`src/rtl/wb_arb_pkg.sv`:
```
// Shared defines for the register-file write-port arbiter: widths, reserved
// register, write-enable level, JTAG state encodings and starve limit.
package wb_arb_pkg;
  localparam int unsigned DW_DEF           = 32;
  localparam int unsigned AW_DEF           = 5;
  localparam int unsigned ZERO_REG         = 0;
  localparam logic        WRITE_ENABLE     = 1'b1;
  localparam int unsigned STARVE_LIMIT_DEF = 16;

  typedef enum logic [1:0] {
    JTAG_IDLE = 2'd0,
    JTAG_WAIT = 2'd1,
    JTAG_ACK  = 2'd2
  } jtag_state_e;
endpackage

```
`src/rtl/wb_skid.sv`:
```
// One-entry skid buffer holding a divider result that lost the write port to EX.
module wb_skid
  import wb_arb_pkg::*;
#(
  parameter int unsigned DW = DW_DEF,
  parameter int unsigned AW = AW_DEF
) (
  input  logic          clk,
  input  logic          rst,
  input  logic          load_i,
  input  logic          drain_i,
  input  logic [AW-1:0] addr_i,
  input  logic [DW-1:0] data_i,
  output logic          valid_o,
  output logic [AW-1:0] addr_o,
  output logic [DW-1:0] data_o
);
  logic          valid_q, valid_d;
  logic [AW-1:0] addr_q, addr_d;
  logic [DW-1:0] data_q, data_d;

  always_comb begin
    valid_d = valid_q;
    addr_d  = addr_q;
    data_d  = data_q;
    if (load_i) begin
      valid_d = 1'b1;
      addr_d  = addr_i;
      data_d  = data_i;
    end else if (drain_i) begin
      valid_d = 1'b0;
    end
  end

  always_ff @(posedge clk) begin
    if (rst) begin
      valid_q <= 1'b0;
      addr_q  <= '0;
      data_q  <= '0;
    end else begin
      valid_q <= valid_d;
      addr_q  <= addr_d;
      data_q  <= data_d;
    end
  end

  assign valid_o = valid_q;
  assign addr_o  = addr_q;
  assign data_o  = data_q;
endmodule

```
`src/rtl/wb_arb.sv`:
```
// Register-file write-port arbiter: EX > skid > divider > JTAG, with a divide
// scoreboard for RAW stalls and a starve-driven pipeline hold for JTAG.
module wb_arb
  import wb_arb_pkg::*;
#(
  parameter int unsigned DW           = DW_DEF,
  parameter int unsigned AW           = AW_DEF,
  parameter int unsigned STARVE_LIMIT = STARVE_LIMIT_DEF
) (
  input  logic          clk,
  input  logic          rst,
  input  logic          ex_we_i,
  input  logic [AW-1:0] ex_waddr_i,
  input  logic [DW-1:0] ex_wdata_i,
  input  logic          div_start_i,
  input  logic [AW-1:0] div_rd_i,
  input  logic          div_valid_i,
  input  logic [AW-1:0] div_waddr_i,
  input  logic [DW-1:0] div_wdata_i,
  output logic          div_ready_o,
  input  logic          jtag_req_i,
  input  logic [AW-1:0] jtag_addr_i,
  input  logic [DW-1:0] jtag_wdata_i,
  output logic          jtag_ack_o,
  input  logic [AW-1:0] id_raddr1_i,
  input  logic [AW-1:0] id_raddr2_i,
  output logic          stall_o,
  output logic          hold_o,
  output logic          we_o,
  output logic [AW-1:0] waddr_o,
  output logic [DW-1:0] wdata_o
);
  localparam int unsigned CW = $clog2(STARVE_LIMIT + 1);
  localparam logic [AW-1:0] ZR = AW'(ZERO_REG);

  logic          buf_valid;
  logic [AW-1:0] buf_addr;
  logic [DW-1:0] buf_data;
  logic          ex_wr, accept, buf_load, buf_drain, div_direct, jtag_grant;
  logic          sel_we, div_commit;
  logic [AW-1:0] sel_addr;
  logic [DW-1:0] sel_data;

  jtag_state_e   state_q, state_d;
  logic [CW-1:0] cnt_q, cnt_d;
  logic          hold_q, hold_d;
  logic          pend_valid_q, pend_valid_d;
  logic [AW-1:0] pend_rd_q, pend_rd_d;

  // An EX write to x0 does not occupy the port, so the divider may go direct.
  assign ex_wr       = ex_we_i && (ex_waddr_i != ZR);
  assign div_ready_o = ~buf_valid;
  assign accept      = div_valid_i & ~buf_valid;
  assign buf_load    = accept & ex_wr;
  assign buf_drain   = buf_valid & ~ex_wr;
  assign div_direct  = accept & ~ex_wr;
  assign jtag_grant  = (state_q == JTAG_WAIT) & jtag_req_i & ~ex_wr & ~buf_valid & ~accept;

  wb_skid #(.DW(DW), .AW(AW)) u_skid (
    .clk     (clk),
    .rst     (rst),
    .load_i  (buf_load),
    .drain_i (buf_drain),
    .addr_i  (div_waddr_i),
    .data_i  (div_wdata_i),
    .valid_o (buf_valid),
    .addr_o  (buf_addr),
    .data_o  (buf_data)
  );

  always_comb begin
    sel_we   = 1'b0;
    sel_addr = '0;
    sel_data = '0;
    if (ex_wr) begin
      sel_we = WRITE_ENABLE; sel_addr = ex_waddr_i; sel_data = ex_wdata_i;
    end else if (buf_valid) begin
      sel_we = WRITE_ENABLE; sel_addr = buf_addr; sel_data = buf_data;
    end else if (accept) begin
      sel_we = WRITE_ENABLE; sel_addr = div_waddr_i; sel_data = div_wdata_i;
    end else if (jtag_grant) begin
      sel_we = WRITE_ENABLE; sel_addr = jtag_addr_i; sel_data = jtag_wdata_i;
    end
  end

  assign we_o    = sel_we && (sel_addr != ZR) && !rst;
  assign waddr_o = sel_addr;
  assign wdata_o = sel_data;

  // Scoreboard: pend_rd is never zero, so x0 results cannot clear it.
  assign div_commit = pend_valid_q &
                      ((buf_drain & (buf_addr == pend_rd_q)) |
                       (div_direct & (div_waddr_i == pend_rd_q)));

  always_comb begin
    pend_valid_d = pend_valid_q;
    pend_rd_d    = pend_rd_q;
    if (div_commit) pend_valid_d = 1'b0;
    if (div_start_i && (div_rd_i != ZR)) begin
      pend_valid_d = 1'b1;
      pend_rd_d    = div_rd_i;
    end
  end

  assign stall_o = pend_valid_q & ((id_raddr1_i == pend_rd_q) | (id_raddr2_i == pend_rd_q));

  always_comb begin
    state_d = state_q;
    cnt_d   = '0;
    hold_d  = 1'b0;
    case (state_q)
      JTAG_IDLE: if (jtag_req_i) state_d = JTAG_WAIT;
      JTAG_WAIT: begin
        if (!jtag_req_i)     state_d = JTAG_IDLE;
        else if (jtag_grant) state_d = JTAG_ACK;
        cnt_d = (cnt_q == CW'(STARVE_LIMIT)) ? cnt_q : cnt_q + 1'b1;
      end
      JTAG_ACK:  if (!jtag_req_i) state_d = JTAG_IDLE;
      default:   state_d = JTAG_IDLE;
    endcase
    if (state_d != JTAG_WAIT) cnt_d = '0;
    hold_d = (state_d == JTAG_WAIT) && (cnt_d == CW'(STARVE_LIMIT));
  end

  always_ff @(posedge clk) begin
    if (rst) begin
      state_q      <= JTAG_IDLE;
      cnt_q        <= '0;
      hold_q       <= 1'b0;
      pend_valid_q <= 1'b0;
      pend_rd_q    <= '0;
    end else begin
      state_q      <= state_d;
      cnt_q        <= cnt_d;
      hold_q       <= hold_d;
      pend_valid_q <= pend_valid_d;
      pend_rd_q    <= pend_rd_d;
    end
  end

  assign jtag_ack_o = (state_q == JTAG_ACK) && !rst;
  assign hold_o     = hold_q && !rst;
endmodule

```
`config.mk`:
```
export PLATFORM = sky130hd
export DESIGN_NAME = wb_arb
export DESIGN_NICKNAME = d
export VERILOG_FILES = /design/src/rtl/wb_arb_pkg.sv /design/src/rtl/wb_skid.sv /design/src/rtl/wb_arb.sv
export SDC_FILE = /design/constraint.sdc
export NUM_CORES = 1
export LEC_CHECK = 0
export CELL_PAD_IN_SITES_DETAIL_PLACEMENT = 2
export CELL_PAD_IN_SITES_GLOBAL_PLACEMENT = 2
export CORE_AREA = 3 3 121 135
export DETAILED_ROUTE_END_ITERATION = 10
export DIE_AREA = 0 0 124 138
export PLACE_DENSITY = 0.9
export SLEW_MARGIN = 20
export SYNTH_ARGS = -nofsm -noshare
export SYNTH_HDL_FRONTEND = slang
export SYNTH_HIERARCHICAL = 1
export SYNTH_SLANG_ARGS = --single-unit
```
`constraint.sdc`:
```
create_clock -name clk -period 3.65 [get_ports clk]
set_clock_uncertainty 0.15 [all_clocks]
set_input_delay 0.73 -clock clk [delete_from_list [all_inputs] [get_ports clk]]
set_output_delay 0.73 -clock clk [all_outputs]
set_load 0.01 [all_outputs]
```
==> metrics.csv <==
metric,value,unit
cts_buffers,5,
clk_latency,290,ps
cts_tree,yes,
setup_tns,0,ps
worstMarginPinSlew,881,ps
grt_start_max_net_pins,59,
combPwrFrac,29.9,%
antenna_found_initial,0,
hold_viol,0,
rows,47,
htree_num_levels,2,
clock-sinks,52,
seqPwrFrac,37.4,%
drt_iter0_drc,210,
worst-r2r-setup-slack,1400,ps
max_stage_delay,470,ps
drive_gt1_share,14.8,%
power_frac_clock,32.7,%
port_buffers,173,
end_kind,primary output,
power.switching,463,uW
post-route-min-period,3590,ps
cts_max_path_buffers,2,
crit_buf_inv,4,
fin_nets,692,
worstSetupStartpointType,input pin,
synth_top_area_share,33.3,%
hold_path_class,reg -> reg,
fin_area,5430,um2
io_pins,174,
crit_chain,clkdlybuf4s50_1 -> nor4bb_1 -> buf_4 -> a221o_1 -> a32o_2 -> buf_4 -> clkdlybuf4s50_1,
antenna_left,0,
cp_top_family,buffers and inverters,
power.leakage,2.11,nW
fmax,279,MHz
critical_path_class,in -> out,
drc,0,
synth_nets,513,
cp.required,2770,ps
synth-seq-cells,52,
initial_utilization,20.8,%
outcome,completed,
grt_pass1_vias,4352,
netlist_top_cells_area,"dfxtp_1 33%, mux2i_1 12%, a222oi_1 11%",
syn_avg_cell_area,8.26,um2
hold_ws,356,ps
syn_inst,379,
maxCapViolCount,0,
root_buffer,clkbuf_16,
drv_slew,0,
multiInputGateArea,1950,um2
synth_top_area_cell,dfxtp_1,
die_w,124,um
routed_wirelength,14400,um
ys_seq_area_share,33.3,%
synth_area,3130,um2
internal_power,1.20,mW
rsz0062_at_grt,yes,
track_usage,16.3,%
seqCellArea,1040,um2
area_growth,73.5,%
critPathMaxFanout,3,
min_period_over_period,98.3,%
wl_per_cell,19.1,um
die_height,138,um
fill_cells,1721,
clkTransAtPathRegs,70,ps
layoutNonFillerInstCount,755,
dr.pass1.iters,6,
power,1.66,mW
ys_types,46,
viasPerCell,4.91,
placed_cells,739,
power_density,306,nW/um2
grt_overflow_total,0,
yosys_warnings,6,
num_antenna_cells,0,
via_count,3707,
dpl.hpwl,11000,um
die-area,17100,um2
critPathArrivalTime,2710,ps
core,15100,um2
slowest_stage,clkdlybuf4s50_1,
grt_first_pass_wirelength,22500,um
relSlewSlack,41.1,%
p_sw_share,27.9,%
gp_congestion,0.759,
place_area,5170,um2
vdd_drop_max,250,uV
setup_viol_count_final,0,
cell type report:
cell class | count | share of cell area [%]
flip-flops and latches | 52 | 19.2
inverters | 6 | 0.415
repair buffers | 208 | 37.0
well taps | 196 | 4.52
multi-input cells | 285 | 35.9
clock buffers | 6 | 2.37
clock inverters | 2 | 0.645
metal layers:
layer | global-route usage, % | share of wire [%] | vias up
li1 | - | - | 1755
met1 | 17.8 | 39 | 1792
met2 | 31.0 | 53 | 138
met3 | 3.64 | 6.0 | 22
met4 | 4.33 | 2.1 | 0
met5 | 0 | 0 | -
cells in the mapped netlist, drive strengths merged:
master / count
mux2i: 38
and2: 1
a222oi: 33
xnor2: 6
o41a: 1
buf: 10
a221oi: 2
clkbuf: 26
o31ai: 1
a31oi: 1
nor2b: 3
xor2: 16
a221o: 1
inv: 6
nor2: 79
a21oi: 42
nor4bb: 1
a32o: 1
ha: 2
a32oi: 1
nor4b: 3
nand2: 15
a22o: 1
nand2b: 8
a21boi: 1
a211o: 1
o21a: 1
o211ai: 1
o41ai: 1
nor4: 2
dfxtp: 52
o21ai: 5
nor3: 5
or2: 1
or4: 2
a22oi: 1
nand3b: 3
nand3: 4
o31a: 1
power by group through the flow:
| stage | logic (mW) | registers (mW) | clock network (mW) |
|---|---|---|---|
| 2_1_floorplan | 0.214 | 0.616 | 0 |
| 4_1_cts | 0.498 | 0.621 | 0.564 |
| 5_1_grt | 0.539 | 0.625 | 0.593 |
| 6_report | 0.497 | 0.621 | 0.543 |
| 3_5_place_dp | 0.515 | 0.633 | 0 |
| 3_3_place_gp | 0.493 | 0.631 | 0 |
flip-flops by register name, summed over array words and instances (netlist names):
signal	cells
u_skid/addr_o	5
u_skid/valid_o	1
u_skid/data_o	32
state_q	2
pend_rd_q	5
pend_valid_q	1
cnt_q	5
hold_q	1
worst reg2reg max path, delay by kind of cell (launching register included):
family | cells | cell delay, ps
muxes | 1 | 220
DFF | 1 | 460
buffers and inverters | 1 | 280
and+or+nand+nor | 3 | 1020
worst paths after layout:
path                          start           endpoint  cells after the start
setup reg to reg     u_skid/valid_o  u_skid/data_o[29]                      5
hold reg to reg   u_skid/data_o[26]  u_skid/data_o[26]                      2
hold / removal    u_skid/data_o[26]  u_skid/data_o[26]                      2
setup / recovery         jtag_req_i         waddr_o[2]                      7
what timing repair did:
action	4_1_cts	5_1_grt
hold endpoints to repair	0	0
setup buffers	4	2
pin swaps	22	8
setup endpoints to repair	36	35
hold buffers	0	0
gates cloned	2	0
resized for setup	114	14
layout by cell type, fill, tap and decap left out, drive strengths merged, types with 2 or more instances in the layout:
cell type / n
or4: 2
nand3b: 3
nand2b: 8
xor2: 16
nor2: 79
nor4: 2
a21oi: 42
dlymetal6s2s: 2
nor2b: 3
clkdlybuf4s15: 12
dlygate4sd2: 7
nand2: 15
a222oi: 33
ha: 2
a221oi: 2
inv: 6
dfxtp: 52
mux2i: 38
o21ai: 5
clkdlybuf4s50: 132
nor4b: 3
clkbuf: 8
xnor2: 6
nor3: 5
nand3: 4
buf: 52
through the flow:
stage                     setup WS, ps  utilization [%]
final                             60.9             36.1
after global placement            -492             34.4
after detailed placement          -518             34.4
after global routing             -29.0             36.1
after floorplan                    374                -
after CTS                        -74.1             35.8
cell families (layout without fill, tap and decap cells):
group	Yosys count	count (layout)	synth area share (%)
XOR/XNOR	22	22	6.15
AO/OA/AOI/OAI	96	96	22.8
flip-flops	52	52	33.3
AND/OR/NAND/NOR	127	127	18.2
adder cells (fa/ha/maj)	2	2	0.799
multiplexers	38	38	12.2
buffers and inverters	42	222	6.67
Power figures use the tool's default switching activity.
